`config.mk`:
```
export PLATFORM = sky130hd
export DESIGN_NAME = frame_link_ctrl
export DESIGN_NICKNAME = d
export VERILOG_FILES = /design/src/rtl/frame_link_ctrl.sv
export SDC_FILE = /design/constraint.sdc
export NUM_CORES = 1
export LEC_CHECK = 0
export BUFFER_PORTS_ARGS = -buffer_cell sky130_fd_sc_hd__buf_4
export CAP_MARGIN = 15
export CORE_MARGIN = 5
export CORE_UTILIZATION = 45
export DETAILED_ROUTE_END_ITERATION = 8
export GPL_TIMING_DRIVEN = 0
export PLACE_DENSITY = 0.75
export SLEW_MARGIN = 40
export SYNTH_ARGS = -nofsm -noshare
export SYNTH_HDL_FRONTEND = slang
export SYNTH_SLANG_ARGS = --single-unit
```
`constraint.sdc`:
```
create_clock -name clk_390p625M -period 2.6 [get_ports clk_390p625M]
set_clock_uncertainty 0.2 [all_clocks]
set_input_delay 0.52 -clock clk_390p625M [delete_from_list [all_inputs] [get_ports clk_390p625M]]
set_output_delay 0.52 -clock clk_390p625M [all_outputs]
set_load 0.05 [all_outputs]
```
`src/rtl/frame_link_ctrl.sv`:
```
`default_nettype none
// ============================================================================
// Module   : frame_link_ctrl
// Brief    : Receive link controller: qualifies the link from block-sync and
//            per-packet checks, counts bad packets, requests block resync.
// Revision : 1.0 - initial release
// ============================================================================
module frame_link_ctrl #(
  parameter int GOOD_PKTS    = 8,
  parameter int BAD_PKTS     = 4,
  parameter int SYNC_TIMEOUT = 1024,
  parameter int ERR_W        = 16
) (
  input  logic             clk_390p625M,
  input  logic             rst,
  input  logic             block_sync_rdy,
  input  logic             packet_wrong,
  input  logic             pkt_end,
  input  logic             clr_err,
  output logic             frame_en,
  output logic             link_up,
  output logic             resync_req,
  output logic [ERR_W-1:0] err_count,
  output logic [1:0]       link_state
);

  localparam logic [1:0]       c_ST_HUNT   = 2'd0;
  localparam logic [1:0]       c_ST_CHECK  = 2'd1;
  localparam logic [1:0]       c_ST_LINKED = 2'd2;
  localparam logic [7:0]       c_GOOD_LAST = 8'(GOOD_PKTS - 1);
  localparam logic [7:0]       c_BAD_LAST  = 8'(BAD_PKTS - 1);
  localparam logic [15:0]      c_TMO_LAST  = 16'(SYNC_TIMEOUT - 1);
  localparam logic [ERR_W-1:0] c_ERR_MAX   = {ERR_W{1'b1}};

  logic [1:0]       r_state;
  logic [1:0]       w_state_nxt;
  logic             r_frame_en;
  logic             r_link_up;
  logic             r_resync;
  logic [ERR_W-1:0] r_err_count;
  logic [7:0]       r_good_cnt;
  logic [7:0]       r_bad_cnt;
  logic [15:0]      r_tmo_cnt;
  logic             r_bad_seen;

  logic w_eval;
  logic w_bad;
  logic w_good;
  logic w_tmo_hit;
  logic w_good_done;
  logic w_bad_done;
  logic w_frame_en_nxt;
  logic w_link_up_nxt;
  logic w_resync_nxt;

  // A packet is judged on its pkt_end cycle, folding in any earlier error
  assign w_eval      = pkt_end & r_frame_en;
  assign w_bad       = w_eval & (r_bad_seen | packet_wrong);
  assign w_good      = w_eval & ~w_bad;
  assign w_tmo_hit   = ~block_sync_rdy & (r_tmo_cnt == c_TMO_LAST);
  assign w_good_done = w_good & (r_good_cnt == c_GOOD_LAST);
  assign w_bad_done  = w_bad & (r_bad_cnt == c_BAD_LAST);

  always_ff @(posedge clk_390p625M or posedge rst) begin
    if (rst) begin
      r_state <= c_ST_HUNT;
    end else begin
      r_state <= w_state_nxt;
    end
  end

  // Sync loss outranks any packet verdict in CHECK/LINKED
  always_comb begin
    w_state_nxt = c_ST_HUNT;
    case (r_state)
      c_ST_HUNT:   w_state_nxt = block_sync_rdy ? c_ST_CHECK : c_ST_HUNT;
      c_ST_CHECK: begin
        if (!block_sync_rdy)  w_state_nxt = c_ST_HUNT;
        else if (w_good_done) w_state_nxt = c_ST_LINKED;
        else                  w_state_nxt = c_ST_CHECK;
      end
      c_ST_LINKED: begin
        if (!block_sync_rdy || w_bad_done) w_state_nxt = c_ST_HUNT;
        else                               w_state_nxt = c_ST_LINKED;
      end
      default:     w_state_nxt = c_ST_HUNT;
    endcase
  end

  always_comb begin
    w_frame_en_nxt = (w_state_nxt == c_ST_CHECK) || (w_state_nxt == c_ST_LINKED);
    w_link_up_nxt  = (w_state_nxt == c_ST_LINKED);
    w_resync_nxt   = 1'b0;
    case (r_state)
      c_ST_HUNT:   w_resync_nxt = w_tmo_hit;
      c_ST_LINKED: w_resync_nxt = block_sync_rdy & w_bad_done;
      default:     w_resync_nxt = 1'b0;
    endcase
  end

  always_ff @(posedge clk_390p625M or posedge rst) begin
    if (rst) begin
      r_frame_en <= 1'b0;
      r_link_up  <= 1'b0;
      r_resync   <= 1'b0;
    end else begin
      r_frame_en <= w_frame_en_nxt;
      r_link_up  <= w_link_up_nxt;
      r_resync   <= w_resync_nxt;
    end
  end

  always_ff @(posedge clk_390p625M or posedge rst) begin
    if (rst) begin
      r_tmo_cnt   <= '0;
      r_good_cnt  <= '0;
      r_bad_cnt   <= '0;
      r_bad_seen  <= 1'b0;
      r_err_count <= '0;
    end else begin
      if (r_state == c_ST_HUNT && !block_sync_rdy) begin
        r_tmo_cnt <= w_tmo_hit ? '0 : r_tmo_cnt + 16'd1;
      end else begin
        r_tmo_cnt <= '0;
      end

      if (r_state != c_ST_CHECK || w_bad) begin
        r_good_cnt <= '0;
      end else if (w_good) begin
        r_good_cnt <= r_good_cnt + 8'd1;
      end

      // Held at zero outside LINKED, so it is fresh on entry
      if (r_state != c_ST_LINKED || w_good) begin
        r_bad_cnt <= '0;
      end else if (w_bad) begin
        r_bad_cnt <= r_bad_cnt + 8'd1;
      end

      if (!r_frame_en || w_eval) begin
        r_bad_seen <= 1'b0;
      end else if (packet_wrong) begin
        r_bad_seen <= 1'b1;
      end

      if (clr_err) begin
        r_err_count <= '0;
      end else if (w_bad && r_err_count != c_ERR_MAX) begin
        r_err_count <= r_err_count + ERR_W'(1);
      end
    end
  end

  assign frame_en   = r_frame_en;
  assign link_up    = r_link_up;
  assign resync_req = r_resync;
  assign err_count  = r_err_count;
  assign link_state = r_state;

endmodule
`default_nettype wire
```
# After elaboration in Yosys (flattened, before gate mapping)
# Cells that the tools add are included.
[totals]
wordCells = 63
input_bits = 6
ff_bits = 54
[op_classes]
addsub = 4
mux = 16
bitwise = 10
n_eq_ne = 10
n_reduce_logical = 14
[op_table]
columns = ["cell", "count"]
rows = [
  ["$mux W16", 4],
  ["$add A16 B1 Y16 const B", 2],
  ["$mux W8", 4],
  ["$add A8 B1 Y8 const B", 2],
  ["$eq A16 B10 Y1 const B", 1],
  ["$ne A16 B16 Y1 const B", 1],
  ["$eq A8 B2 Y1 const B", 1],
  ["$eq A8 B3 Y1 const B", 1],
  ["$reduce_bool A2 Y1", 4],
  ["$and A1 B1 Y1", 7],
  ["$mux W2", 3],
  ["$pmux W2 S3", 1],
  ["$logic_or A1 B1 Y1", 5],
  ["$eq A2 B1 Y1 const B", 2],
  ["$eq A2 B2 Y1 const B", 2],
  ["$mux W1", 3],
  ["$logic_and A1 B1 Y1", 2],
  ["$logic_not A1 Y1", 2],
  ["$logic_not A2 Y1", 1],
  ["$ne A2 B1 Y1 const B", 1],
  ["$ne A2 B2 Y1 const B", 1],
  ["$not A1 Y1", 2],
  ["$pmux W1 S2", 1],
  ["$or A1 B1 Y1", 1],
]

# Depth between registers and ports, before layout
# Gate-level depths: netlist of run 1.
[depth]
word_depth = 10
ltp_mapped = 7

# Least setup slack after synthesis of run 1
# No wires, ideal clock.
[synth_path]
kind = "register -> register"
start = "register r_err_count[2] (netlist: err_count[2])"
end = "register r_err_count[15] (netlist: err_count[15])"
path_stages_with_launch = 5
t_arrival_ns = 2.108
setup_slack_ns = 0.164
cell_sequence = "dfrtp_1 nand4_2 or4_4 nor4_2 mux2_1"
[synth_via]
elab_chain_cells = 3
[synth_rtl]
columns = ["element", "line_no", "source"]
rows = [
  ["start, declared", "40", "logic [ERR_W-1:0] r_err_count;"],
  ["start signal, assigned", "149", "r_err_count <= r_err_count + ERR_W'(1);"],
  ["$add A16 B1 Y16 / $ne A16 B16 Y1 (equally long branches)", "149, 148", ""],
  ["$mux W16 / $logic_and A1 B1 Y1 (equally long branches)", "148", "end else if (w_bad && r_err_count != c_ERR_MAX) begin"],
  ["$mux W16 / $reduce_bool A2 Y1 (equally long branches)", "-", ""],
]
# Several ways; a longest one is shown, not always the timed one. The select of a mux whose other input is x is not followed.
# A chain may end at the register's enable or synchronous reset.

# Worst setup path in the final report of run 1
[layout_path]
start = "register r_bad_seen"
end = "register r_frame_en (netlist: frame_en)"
[layout_via]
elab_chain_cells = 10
[layout_rtl]
columns = ["element", "line_no", "source"]
rows = [
  ["start, declared", "44", "logic r_bad_seen;"],
  ["start signal, assigned", "118", "r_bad_seen <= 1'b0;"],
  ["start signal, assigned", "141", "r_bad_seen <= 1'b0;"],
  ["start signal, assigned", "143", "r_bad_seen <= 1'b1;"],
  ["$or A1 B1 Y1 *", "58", "assign w_bad = w_eval & (r_bad_seen | packet_wrong);"],
  ["$and A1 B1 Y1 *", "58", ""],
  ["$not A1 Y1", "59", "assign w_good = w_eval & ~w_bad;"],
  ["$and A1 B1 Y1", "59", ""],
  ["$and A1 B1 Y1", "61", "assign w_good_done = w_good & (r_good_cnt == c_GOOD_LAST);"],
  ["$mux W2", "79", "else if (w_good_done) w_state_nxt = c_ST_LINKED;"],
  ["$mux W2", "78", "if (!block_sync_rdy) w_state_nxt = c_ST_HUNT;"],
  ["$pmux W2 S3 *", "75", "case (r_state)"],
  ["via w_state_nxt[1]", "36", "logic [1:0] w_state_nxt;"],
  ["$eq A2 B1 Y1 / $eq A2 B2 Y1 (equally long branches)", "91", "w_frame_en_nxt = (w_state_nxt == c_ST_CHECK) || (w_state_nxt == c_ST_LINKED);"],
  ["$logic_or A1 B1 Y1 *", "91", ""],
  ["via w_frame_en_nxt", "52", "logic w_frame_en_nxt;"],
  ["end signal, assigned", "107", "r_frame_en <= w_frame_en_nxt;"],
  ["end, declared", "37", "logic r_frame_en;"],
]
# Mark *: on every way through the listed nets, which the timed path passes. The rest lies on a longest branch.

==> flow_metrics.env, run 1 <==
export IMPL_r2r_start="r_bad_seen"
export IMPL_netlist_area_sq_mm=0.00283
export IMPL_maxCapViolations=0
export IMPL_r2r_cells=6
export IMPL_core_sq_mm=0.00603
export IMPL_critPathMaxFanout=5
export IMPL_antenna_found_initial=0
export IMPL_fin_crit_ps=2230
export IMPL_synthArstFlopShare=1.00
export IMPL_seq_area_sq_mm=0.00135
export IMPL_synth_edf_count=0
export IMPL_rsz0062_at_grt="false"
export IMPL_rows=28
export IMPL_yosysTopAreaCell="dfrtp_1"
export IMPL_fp_dieW_um=89.2
export IMPL_ys_top_cells_by_count="dfrtp_1, nor2_1, nand3_1"
export IMPL_grt_total_usage=0.164
export IMPL_start_util=0.469
export IMPL_synthCells=291
export IMPL_synth_top_flop_cell="dfrtp_1"
export IMPL_dp_slack_ps=143
export IMPL_drv_slew=0
export IMPL_ioPinCount=27
export IMPL_grt_pass1_vias=2204
export IMPL_synth_top_area_share=0.478
export IMPL_grt_max_degree=45
export IMPL_routedWlPerCell_um=14.2
export IMPL_holdWs_ps=223
export IMPL_dr_pass1_iters=4
export IMPL_ys_types=48
export IMPL_crit_required_ps=2660
export IMPL_ys_ff_latch=54
export IMPL_status="finished, final reports clean"
export IMPL_fin_total_pwr_mw=1.51
export IMPL_min_period_over_period=0.856
export IMPL_path_clk_slew_ps=100
export IMPL_max_freq_mhz=449
export IMPL_root_buffer="clkbuf_8"
export IMPL_via_per_inst=5.54
export IMPL_dp_cells=392
export IMPL_tightestPinTransition_ps=525
export IMPL_cts_buffers=5
export IMPL_worst_setup_path_end_kind="flop"
export IMPL_worstPathArrival_ps=2290
export IMPL_drcViolationCount=0
export IMPL_grt_pass1_wl_um=10200
export IMPL_ys_warn_count=0
export IMPL_power_per_cell_area_mw_per_mm2=464
export IMPL_drive_gt1_frac=0.150
export IMPL_clockBufferDepth=2
export IMPL_synth_most_common_cell="dfrtp_1"
export IMPL_fin_nets=336
export IMPL_wl_um=5700
export IMPL_tns_ps=0
export IMPL_num_antenna_cells=0
export IMPL_worstSetupStartpointType="flop"
export IMPL_final_area_sq_mm=0.00326
export IMPL_ant_nets=0
export IMPL_die_y_um=89.2
export IMPL_whs_path_depth=2
export IMPL_peakVddDrop_uv=250
export IMPL_startpoint="r_bad_seen"
export IMPL_dpl_cell_area_sq_mm=0.00314
export IMPL_tritoncts="done"
export IMPL_port_buffers=25
export IMPL_path_class="flop to flop"
export IMPL_leakagePower_nw=1.38
export IMPL_fill_cells=546
export IMPL_postLayoutCoreUtil=0.540
export IMPL_cts_sinks=54
export IMPL_worst_slack_ps=374
export IMPL_syn_nets=302
export IMPL_ys_top_cells_by_area="dfrtp_1, nor2_1, xnor2_1"
export IMPL_hp_start="pkt_end"
export IMPL_first_iter_violations=124
export IMPL_hold_violations=0
export IMPL_cts_htree_levels=2
export IMPL_post_cts_resized=0
export IMPL_die_area_sq_mm=0.00796
export IMPL_area_growth_pct=15.3
export IMPL_clk_latency_ps=310
export IMPL_grt_overflow_total=0
export IMPL_fin_cells=401
export IMPL_multiInputGateArea_sq_mm=0.00141
export IMPL_relSlewSlack=0.649
export IMPL_yosysSeqAreaShare=0.478
export IMPL_hold_path_class="primary input to flop"
export IMPL_hpwl_um=4110
export IMPL_avgSynthCellArea_sq_um=9.71
export IMPL_vias=2223
export IMPL_gp_congestion=0.810
export IMPL_setup_viol=0
[worst paths after layout]
path / to / slack [ps]
max reg2reg: frame_en / 370
max in group asynchronous: r_tmo_cnt[14] / 1280
min: r_bad_seen / 220
max: frame_en / 370
min in group asynchronous: err_count[7] / 460
min reg2reg: r_tmo_cnt[0] / 330
[cell type report]
| class | count | area share |
|---|---|---|
| multi-input combinational | 221 | 0.434 |
| sequential | 54 | 0.415 |
| timing repair buffer | 27 | 0.0692 |
| tap | 75 | 0.0288 |
| clock buffer | 6 | 0.0223 |
| clock inverter | 2 | 0.0115 |
| inverter | 9 | 0.0111 |
| buffer | 7 | 0.00845 |
[cells in the final DEF, fill, tap and decap left out, types with 2 or more instances in the layout]
cell        n
xor2_1     10
mux2_2      8
or3_1       5
nand2_1    10
a21boi_0    2
clkbuf_8    5
inv_1       8
or4_1       2
o21ai_0     6
nand2b_1    5
and2_1      2
dfrtp_1    54
ha_1        5
nand3_1    16
a211oi_1    3
nor2b_1    11
nor3_1     12
mux2_1      3
xnor2_1    14
nand4_1    10
mux2i_1     2
nor4_1      8
clkbuf_1    7
a31o_2      2
o2111ai_1   3
buf_4      25
nor2_1     50
a21oi_1     9
and3_1      3
[critical path, cell delays in order (launching register included)]
cell     delay [ps]
dfrtp_1         440
or4bb_1         580
or3_1           430
nor2_1          100
o21a_1          150
ha_1            230
inv_1            50
[routing by layer]
layer / part of all wire / routed length [um] / up-vias / track usage
li1: - / - / 1109 / -
met3: 0.040 / 225 / 4 / 0.0359
met4: 0.011 / 65 / 0 / 0.0650
met1: 0.48 / 2740 / 1071 / 0.222
met2: 0.47 / 2660 / 39 / 0.257
met5: 0 / 0 / - / 0
[kinds of logic (layout without fill, tap and decap cells)]
group,after synthesis,in the layout,synth area share
AND/OR/NAND/NOR,144,144,0.267
flip-flops,54,54,0.478
multiplexers,13,13,0.0509
AO/OA/AOI/OAI,35,35,0.0859
buffers and inverters,16,51,0.0217
XOR/XNOR,24,24,0.0744
adder cells (fa/ha/maj),5,5,0.0221
[flip-flops by register name, summed over array words and instances, names as in the netlist]
name	count
r_bad_cnt	8
r_good_cnt	8
err_count	16
frame_en	1
link_up	1
link_state	2
r_bad_seen	1
r_tmo_cnt	16
resync_req	1
[report_power, final]
part           switching, mW  total, mW  internal, mW
clock network          0.276      0.563         0.288
logic                 0.0639     0.0938        0.0299
registers            0.00880      0.854         0.845
[timing repair]
action / in CTS / in global routing
hold endpoints to repair: 10 / 0
buffers inserted: 0 / 0
hold buffers: 1 / 0
(Power assumes the default switching activity.)
==> run 2: changes to the inputs <==
--- a/config.mk
+++ b/config.mk
@@ -7,7 +7,6 @@
 export LEC_CHECK = 0
 export BUFFER_PORTS_ARGS = -buffer_cell sky130_fd_sc_hd__buf_4
 export CAP_MARGIN = 15
-export CORE_MARGIN = 5
 export CORE_UTILIZATION = 45
 export DETAILED_ROUTE_END_ITERATION = 8
 export GPL_TIMING_DRIVEN = 0
==> constraint.sdc (replaced) <==
create_clock -name clk_390p625M -period 2.1 [get_ports clk_390p625M]
set_clock_uncertainty 0.2 [all_clocks]
set_input_delay 0.42 -clock clk_390p625M [delete_from_list [all_inputs] [get_ports clk_390p625M]]
set_output_delay 0.42 -clock clk_390p625M [all_outputs]
set_load 0.05 [all_outputs]
==> run 2 against run 1 <==
- the run now ends with setup timing left
- sequential share of layout area decreased by 1.5 points
- cell area increased by 5.0%
- critical endpoint unchanged
- global-route usage increased by 3.7 points
- clock-buffer cell count decreased by 1
- critical path type unchanged
- first-iteration DRC count decreased by 30%
- wire length increased by 6.2%
- total power increased by 24%
- critical path depth unchanged
- fmax increased by 3.2%
==> flow_metrics.env, run 2 (synthesis results as in run 1) <==
export IMPL_status="finished with violations"
export IMPL_failed_checks="setup timing"
export IMPL_dp_slack_ps=-270
export IMPL_cts_sinks=54
export IMPL_fin_total_pwr_mw=1.88
export IMPL_maxCapViolations=0
export IMPL_max_freq_mhz=464
export IMPL_setup_viol=1
export IMPL_p_int_mw=1.44
export IMPL_critPathMaxFanout=2
export IMPL_combPwrFrac=0.067
export IMPL_crit_required_ps=2150
export IMPL_drcViolationCount=0
export IMPL_relSlewSlack=0.655
export IMPL_tritoncts="done"
export IMPL_dr_pass1_iters=4
export IMPL_grt_overflow_total=0
export IMPL_ioPinCount=27
export IMPL_start_util=0.472
export IMPL_grt_total_usage=0.201
export IMPL_hpwl_um=4170
export IMPL_clk_latency_ps=310
export IMPL_fp_dieW_um=81.2
export IMPL_drive_gt1_frac=0.252
export IMPL_final_area_sq_mm=0.00342
export IMPL_worstSetupStartpointType="flop"
export IMPL_wl_um=6050
export IMPL_hold_violations=0
export IMPL_die_area_sq_mm=0.00660
export IMPL_swShare=0.232
export IMPL_hold_path_class="primary input to flop"
export IMPL_slowest_delay_ps=540
export IMPL_final_common_cell="nor2_1"
export IMPL_grt_pass1_vias=2187
export IMPL_crit_buf_inv=1
export IMPL_fin_crit_ps=2160
export IMPL_fin_nets=347
export IMPL_tightestPinTransition_ps=513
export IMPL_die_y_um=81.2
export IMPL_slowest_stage="or4bb_4"
export IMPL_cp_top_family="simple AND/OR/NAND/NOR gates"
export IMPL_core_sq_mm=0.00599
export IMPL_via_per_inst=5.59
export IMPL_power_frac_clock=0.370
export IMPL_vias=2303
export IMPL_grt_pass1_wl_um=10200
export IMPL_ant_nets=0
export IMPL_seq_power_share=0.563
export IMPL_peakVddDrop_uv=374
export IMPL_worstPathArrival_ps=2210
export IMPL_routedWlPerCell_um=14.7
export IMPL_clockBufferDepth=2
export IMPL_dp_cells=392
export IMPL_power_per_cell_area_mw_per_mm2=549
export IMPL_fin_cells=412
export IMPL_gp_congestion=0.866
export IMPL_root_buffer="clkbuf_8"
export IMPL_first_iter_violations=87
export IMPL_dpl_cell_area_sq_mm=0.00316
export IMPL_crit_chain="or4bb_4 > or3_4 > nor2_4 > o21a_1 > ha_1 > inv_1"
export IMPL_min_period_over_period=1.03
export IMPL_worst_setup_path_end_kind="flop"
export IMPL_mostFrequentLayoutCells="nor2_1, dfrtp_1, buf_4, nand3_1"
export IMPL_p_switching_mw=0.436
export IMPL_area_growth_pct=21.0
export IMPL_rows=28
export IMPL_num_antenna_cells=0
export IMPL_grt_max_degree=32
export IMPL_antenna_found_initial=0
export IMPL_leakagePower_nw=1.43
export IMPL_path_clk_slew_ps=100
export IMPL_cts_htree_levels=2
export IMPL_cts_buffers=5
export IMPL_rsz0062_at_grt="true"
export IMPL_path_class="flop to flop"
export IMPL_fill_cells=532
export IMPL_port_buffers=25
export IMPL_drv_slew=0
export IMPL_worst_slack_ps=-57.0
## run 2: cell types whose count changed in the layout (fill, tap and decap cells not counted), moves of 2 or more
cell      previous run  this run
dfrtp_1             54        40
dfrtp_2              0        14
buf_4               25        36
nor2_1              50        47
clkbuf_1             7         5
clkinv_2             0         2
nor2_2               0         2
nor3_1              12        10
nor3_2               0         2
## run 2: power by group through the flow
stage	registers (mW)	clock network, mW	logic (mW)
2_1_floorplan	1.09	0	0.0604
3_3_place_gp	1.08	0	0.107
3_5_place_dp	1.08	0	0.115
4_1_cts	1.06	0.720	0.127
5_1_grt	1.06	0.755	0.142
6_report	1.06	0.695	0.126
## run 2: path summary, 6_finish.rpt
check                           slack [ps]       endpoint  depth (start not counted)          from
worst max-delay path                   -60       frame_en                          6    r_bad_seen
max in group asynchronous              800       frame_en                          4           rst
worst min-delay path                   110     r_bad_seen                          2       pkt_end
worst min register to register         330   r_tmo_cnt[0]                          1  r_tmo_cnt[0]
min in group asynchronous              430  err_count[13]                          3           rst
worst max register to register         -60       frame_en                          6    r_bad_seen
## run 2: repair_timing
| item | CTS | global route |
|---|---|---|
| pin swaps | 3 | 6 |
| setup endpoints to repair | 10 | 15 |
| buffers inserted | 7 | 4 |
| hold endpoints to repair | 23 | 0 |
| hold buffers | 1 | 0 |
| gates resized for setup | 4 | 9 |
## run 2: layout make-up
class                      count  area [sq um]  area share
clock buffer                   5          68.8      0.0201
inverter                       9          36.3      0.0106
timing repair buffer          38           300      0.0878
multi-input combinational    221          1480       0.434
sequential                    54          1370       0.400
tap                           75          93.8      0.0274
buffer                         7          28.8     0.00842
clock inverter                 3          40.0      0.0117
## run 2: through the flow
stage	hold WS (ps)	TNS [ps]	utilization
2_1_floorplan	263	-61.8	-
3_3_place_gp	305	-31780	0.524
3_5_place_dp	217	-470	0.528
4_1_cts	102	-28.2	0.560
5_1_grt	118	-120	0.571
6_report	112	-57.0	0.571
## run 2: per-layer routing
| metal | global-route usage | routed length, um | part of all wire | vias up |
|---|---|---|---|---|
| li1 | - | - | - | 1130 |
| met1 | 0.269 | 2820 | 0.47 | 1111 |
| met2 | 0.334 | 2920 | 0.48 | 54 |
| met3 | 0.0348 | 238 | 0.039 | 8 |
| met4 | 0.0554 | 70 | 0.012 | 0 |
| met5 | 0 | 0 | 0 | - |
